## config.mk

```make
export PLATFORM = sky130hd
export DESIGN_NAME = zint_multi
export DESIGN_NICKNAME = d
export VERILOG_FILES = /design/src/rtl/zint_multi_pkg.sv /design/src/rtl/zint_prienc.sv /design/src/rtl/zint_multi.sv
export SDC_FILE = /design/constraint.sdc
export NUM_CORES = 1
export LEC_CHECK = 0
export BUFFER_PORTS_ARGS = -buffer_cell sky130_fd_sc_hd__buf_2
export CAP_MARGIN = 30
export CELL_PAD_IN_SITES_DETAIL_PLACEMENT = 1
export CELL_PAD_IN_SITES_GLOBAL_PLACEMENT = 2
export CORE_MARGIN = 4
export CORE_UTILIZATION = 30
export DETAILED_ROUTE_END_ITERATION = 6
export GPL_TIMING_DRIVEN = 0
export PLACE_DENSITY_LB_ADDON = 0.08
export SYNTH_ARGS = -nofsm -noshare
export SYNTH_HDL_FRONTEND = slang
export SYNTH_SLANG_ARGS = --single-unit
```

## constraint.sdc

```tcl
create_clock -name fclk -period 2.56 [get_ports fclk]
set_clock_uncertainty 0.1 [all_clocks]
set_input_delay 0.512 -clock fclk [delete_from_list [all_inputs] [get_ports fclk]]
set_output_delay 0.512 -clock fclk [all_outputs]
set_load 0.01 [all_outputs]
```

## src/rtl/zint_multi_pkg.sv

```systemverilog
// Shared definitions for the multi-source Z80 interrupt controller: FSM states,
// /INT gap length and the IM2 vector composition helper.
package zint_multi_pkg;

    typedef enum logic [1:0] {
        ST_IDLE,
        ST_ASSERT,
        ST_VEC,
        ST_GAP
    } zint_state_e;

    localparam int unsigned IDX_W   = 3;
    localparam int unsigned GAP_LEN = 2;

    // Source index replaces bits [3:1] of the programmed base.
    function automatic logic [7:0] zint_vec(input logic [7:0] base,
                                            input logic [IDX_W-1:0] idx);
        logic [7:0] v;
        v      = base;
        v[3:1] = idx;
        return v;
    endfunction

endpackage

```

## src/rtl/zint_prienc.sv

```systemverilog
// Pending-source priority encoder. Fixed priority (index 0 highest) by default;
// round-robin from a start pointer when ZINT_RRPRIO_EN is defined.
module zint_prienc
    import zint_multi_pkg::*;
#(
    parameter int unsigned NSRC = 4
) (
    input  logic [NSRC-1:0]  req,
`ifdef ZINT_RRPRIO_EN
    input  logic [IDX_W-1:0] start,
`endif
    output logic [IDX_W-1:0] idx,
    output logic             valid
);

    logic [IDX_W-1:0] any_idx;
`ifdef ZINT_RRPRIO_EN
    logic [IDX_W-1:0] hi_idx;
    logic             hi_valid;
`endif

    always_comb begin
        any_idx = '0;
`ifdef ZINT_RRPRIO_EN
        hi_idx   = '0;
        hi_valid = 1'b0;
`endif
        // Descending scan so the lowest matching index wins.
        for (int i = NSRC - 1; i >= 0; i--) begin
            if (req[i]) begin
                any_idx = IDX_W'(i);
            end
`ifdef ZINT_RRPRIO_EN
            if (req[i] && (i >= int'(start))) begin
                hi_idx   = IDX_W'(i);
                hi_valid = 1'b1;
            end
`endif
        end
        valid = |req;
`ifdef ZINT_RRPRIO_EN
        // Nothing at or above the pointer: wrap to the lowest set bit.
        idx = hi_valid ? hi_idx : any_idx;
`else
        idx = any_idx;
`endif
    end

endmodule

```

## src/rtl/zint_multi.sv

```systemverilog
// Multi-source Z80 /INT generator with INTA detection and IM2 vector supply.
// Define ZINT_RRPRIO_EN for round-robin arbitration instead of fixed priority.
module zint_multi
    import zint_multi_pkg::*;
#(
    parameter int unsigned     NSRC    = 4,
    parameter int unsigned     INT_LEN = 32,
    parameter int unsigned     CNT_W   = 6,
    parameter logic [NSRC-1:0] AUTOCLR = 4'b0001
) (
    input  logic             fclk,
    input  logic             rst,
    input  logic [NSRC-1:0]  src_stb,
    input  logic [NSRC-1:0]  src_en,
    input  logic [7:0]       vec_base,
    input  logic             iorq_n,
    input  logic             m1_n,
    output logic             int_n,
    output logic [7:0]       vec_out,
    output logic             vec_ena,
    output logic [NSRC-1:0]  pending,
    output logic             ack_stb,
    output logic [IDX_W-1:0] ack_idx
);

    zint_state_e      state_q;
    logic [CNT_W-1:0] cnt_q;
    logic [1:0]       gap_cnt_q;
    logic             iorq_s1_q, iorq_s_q, m1_s1_q, m1_s_q, inta_d_q;
    logic             inta, inta_rise;
    logic [IDX_W-1:0] win_idx;
    logic             win_valid;
    logic             ack_fire, timeout;
    logic [NSRC-1:0]  clr;

`ifdef ZINT_RRPRIO_EN
    logic [IDX_W-1:0] rr_ptr_q;

    always_ff @(posedge fclk) begin
        if (rst) begin
            rr_ptr_q <= '0;
        end else if (ack_fire) begin
            rr_ptr_q <= (win_idx == IDX_W'(NSRC - 1)) ? '0 : win_idx + 1'b1;
        end
    end
`endif

    zint_prienc #(
        .NSRC (NSRC)
    ) u_prienc (
        .req   (pending),
`ifdef ZINT_RRPRIO_EN
        .start (rr_ptr_q),
`endif
        .idx   (win_idx),
        .valid (win_valid)
    );

    assign inta      = ~iorq_s_q & ~m1_s_q;
    assign inta_rise = inta & ~inta_d_q;

    always_comb begin
        ack_fire = (state_q == ST_ASSERT) && inta_rise && win_valid;
        timeout  = (state_q == ST_ASSERT) && !ack_fire && (cnt_q == CNT_W'(INT_LEN - 1));
        clr      = '0;
        if (ack_fire) begin
            clr = NSRC'(1) << win_idx;
        end else if (timeout) begin
            clr = AUTOCLR;
        end
    end

    always_ff @(posedge fclk) begin
        if (rst) begin
            state_q   <= ST_IDLE;
            cnt_q     <= '0;
            gap_cnt_q <= '0;
            iorq_s1_q <= 1'b1;
            iorq_s_q  <= 1'b1;
            m1_s1_q   <= 1'b1;
            m1_s_q    <= 1'b1;
            inta_d_q  <= 1'b0;
            int_n     <= 1'b1;
            vec_out   <= '0;
            vec_ena   <= 1'b0;
            pending   <= '0;
            ack_stb   <= 1'b0;
            ack_idx   <= '0;
        end else begin
            iorq_s1_q <= iorq_n;
            iorq_s_q  <= iorq_s1_q;
            m1_s1_q   <= m1_n;
            m1_s_q    <= m1_s1_q;
            inta_d_q  <= inta;
            // New requests take precedence over a same-cycle clear.
            pending   <= (pending & ~clr) | (src_stb & src_en);
            ack_stb   <= 1'b0;

            unique case (state_q)
                ST_IDLE: begin
                    cnt_q <= '0;
                    if (|pending) begin
                        state_q <= ST_ASSERT;
                        int_n   <= 1'b0;
                    end
                end
                ST_ASSERT: begin
                    cnt_q <= cnt_q + 1'b1;
                    if (ack_fire) begin
                        ack_idx <= win_idx;
                        vec_out <= zint_vec(vec_base, win_idx);
                        ack_stb <= 1'b1;
                        vec_ena <= 1'b1;
                        int_n   <= 1'b1;
                        state_q <= ST_VEC;
                    end else if (timeout) begin
                        int_n     <= 1'b1;
                        gap_cnt_q <= '0;
                        state_q   <= ST_GAP;
                    end
                end
                ST_VEC: begin
                    if (!inta) begin
                        vec_ena   <= 1'b0;
                        gap_cnt_q <= '0;
                        state_q   <= ST_GAP;
                    end
                end
                ST_GAP: begin
                    gap_cnt_q <= gap_cnt_q + 1'b1;
                    // Last gap cycle makes the idle decision itself so /INT is
                    // high for exactly GAP_LEN cycles before re-asserting.
                    if (gap_cnt_q == 2'(GAP_LEN - 1)) begin
                        cnt_q <= '0;
                        if (|pending) begin
                            int_n   <= 1'b0;
                            state_q <= ST_ASSERT;
                        end else begin
                            state_q <= ST_IDLE;
                        end
                    end
                end
            endcase
        end
    end

endmodule
```

==> flow_summary.toml <==
[global_route]
grt_pass1_wl_mm = 5.97
grtUsageTotal_pct = 12.7
grt_max_degree = 11
grt_pass1_vias = 1256
grt_antenna_before_repair = 0
grt_overflow_total = 0

[logic_synthesis]
syn_area_per_cell_um2 = 9.06
synthArstFlopShare_pct = 0
netlist_instances = 153
synth_edf_count = 0
syn-cell-area_um2 = 1390
synth_flop_cell = "dfxtp_1"
seq_area_frac_synth_pct = 41.9
synth_warnings = 0
synth_cell_types = 44
ys_seq_elements = 29

[clock_network]
post_cts_buffers = 0
cts_sinks = 29
cts-root-buf = "clkbuf_8"
cts_buffer_depth = 2
ctsHoldBuffers = 0
cts_buffers = 5
htreeDepth = 2
cts_tree = "done"
post_cts_resized = 0
clk_pin_slew_worst_paths_ps = 60
insertion_delay_ps = 280

[placed_design]
port_buffers = 31
gp_congestion = 0.752
dpl.hpwl_mm = 2.71
dp_slack_ps = 433
dpl_cell_area_um2 = 1610

[critical_path]
critical_path_class = "reg -> reg"
crit_path_max_fanout = 10
crit_path_max_incr_delay_ps = 550
end_kind = "flip-flop"
arrival_ps = 2260
worstPathCellList = "inv_1 > ha_1 > nor4b_4 > nand2_2 > a2111oi_0 > a211o_1"
rrSetupSlack_ps = 420
crit_required_ps = 2680
path_buf_inv = 1
crit_family = "compound AO/OA/AOI/OAI gates"
worst_setup_path_start_kind = "flip-flop"
ff2ff_path_depth = 6
r2r-end = "int_n$_SDFFE_PP1P_"
slowest_stage = "a2111oi_0"
r2r_start = "state_q[1]$_SDFFE_PP0P_"

[timing]
setup_viol = 0
max_slew_margin_pct = 44.8
min_period_over_period_pct = 83.4
finalHoldViolations = 0
rsz0062_at_grt = "false"
setup_tns_ps = 0
worst_slack_ps = 425
fin_crit_ps = 2140
worst_pin_slew_ps = 820
drv_slew = 0
max_freq_mhz = 468

[min_path]
whs_path_depth = 1
worstHoldStart = "m1_s1_q$_SDFF_PP1_"
min_path_type = "reg -> reg"
hold_end = "m1_s_q$_SDFF_PP1_"

[finish]
post-route-util_pct = 38.4
layout_commonest_cell = "buf_2"
fin_nets = 219
drive_gt1_share_pct = 30.2
most-common-layout-cells = "buf_2 (33), dfxtp_1 (29), nor2_1 (16), nand2_1 (16), a21oi_1 (15)"
syn2layout_area_growth_pct = 22.4
antenna-diode-count = 0
final_area_um2 = 1700

[drt]
dr_total_vias = 1220
antenna_left = 0
drt_iter0_drc = 48
drc = 0
wl_mm = 3.55
wire_per_inst_um = 14.5
dr.pass1.iters = 4
viasPerCell = 5.00

[floorplan]
core_um2 = 4410
die-height_um = 76.0
io_pins = 38
die_area_um2 = 5770
start_util_pct = 31.4
rows = 24
die_w_um = 76.0

[pwr]
leakagePower_uw = 0.000699
power_uw = 1230
peakVddDrop_mv = 0.387
p_per_area_nw_per_um2 = 724

[job]
cap_violations = 0

[status]
status = "completed"
[power by group]
group          leakage (uW)  switching, uW  internal (uW)  total (uW)
Sequential         0.000236           31.7            486         517
Clock             0.0000443            169            213         382
Combinational      0.000419            182            147         330
[per-stage QoR]
stage | std cells | hold slack, ps
2_1_floorplan | 154 | 289
3_3_place_gp | 237 | 291
3_5_place_dp | 237 | 298
4_1_cts | 244 | 310
5_1_grt | 244 | 303
6_report | 244 | 307
[layout make-up]
cell class              count  area [um^2]
plain buffers              11         77.6
clock buffers               7         86.3
fillers                   554         2720
inverters                   5         18.8
multi-input cells         109          713
flip-flops and latches     29          581
well taps                  52         65.1
repair buffers             31          155
[metal layers]
metal	GRT usage [%]	vias to the layer above	share of wire, %
met5	0	-	0
met4	5.34	0	1.6
met3	5.56	4	7.0
met2	19.9	39	46
met1	14.9	570	45
li1	-	607	-
[cells in the mapped netlist, types with 2 or more instances]
| master | count | area, um^2 |
|---|---|---|
| o21ai_1 | 2 | 10.0 |
| nand3_1 | 2 | 10.0 |
| or2_2 | 4 | 25.0 |
| buf_4 | 5 | 37.5 |
| a221o_1 | 2 | 20.0 |
| o21ai_0 | 4 | 20.0 |
| a21oi_1 | 15 | 75.1 |
| buf_6 | 2 | 22.5 |
| nor2_1 | 16 | 60.1 |
| nor4_1 | 3 | 18.8 |
| xnor2_1 | 5 | 43.8 |
| nand4b_1 | 2 | 17.5 |
| dfxtp_1 | 29 | 581 |
| nor3_1 | 4 | 20.0 |
| nand2b_1 | 3 | 18.8 |
| buf_2 | 2 | 10.0 |
| ha_1 | 7 | 87.6 |
| nand2_1 | 16 | 60.1 |
| inv_1 | 5 | 18.8 |
[registers in the layout, indices dropped and copies added, names as in the netlist]
register,flops
iorq_s_q,1
ack_idx,1
iorq_s1_q,1
gap_cnt_q,2
vec_out,6
state_q,2
inta_d_q,1
m1_s1_q,1
int_n,1
ack_stb,1
cnt_q,6
pending,4
m1_s_q,1
vec_ena,1
[worst reg2reg max path: stages, from the launching register on]
cell,delay [ps]
dfxtp_1,340
inv_1,110
ha_1,270
nor4b_4,320
nand2_2,230
a2111oi_0,550
a211o_1,160
[cells by family after synthesis]
logic type | after synthesis | synth area share (%)
fa+ha+maj | 7 | 6.32
buf+inv | 16 | 6.95
xor+xnor | 5 | 3.16
compound gates | 35 | 17.3
other cells | 1 | 0.270
flops | 29 | 41.9
mux | 2 | 1.80
simple gates | 58 | 22.3
[worst max-delay path by stage]
stage                            start                  to  slack [ps]  depth (start not counted)
2_1_floorplan  state_q[1]$_SDFFE_PP0P_  int_n$_SDFFE_PP1P_         620                          7
3_3_place_gp   state_q[1]$_SDFFE_PP0P_  int_n$_SDFFE_PP1P_         460                          7
3_5_place_dp   state_q[1]$_SDFFE_PP0P_  int_n$_SDFFE_PP1P_         430                          7
4_1_cts        state_q[1]$_SDFFE_PP0P_  int_n$_SDFFE_PP1P_         390                          6
5_1_grt        state_q[1]$_SDFFE_PP0P_  int_n$_SDFFE_PP1P_         210                          6
6_report       state_q[1]$_SDFFE_PP0P_  int_n$_SDFFE_PP1P_         420                          6
Power figures use the tool's default switching activity.
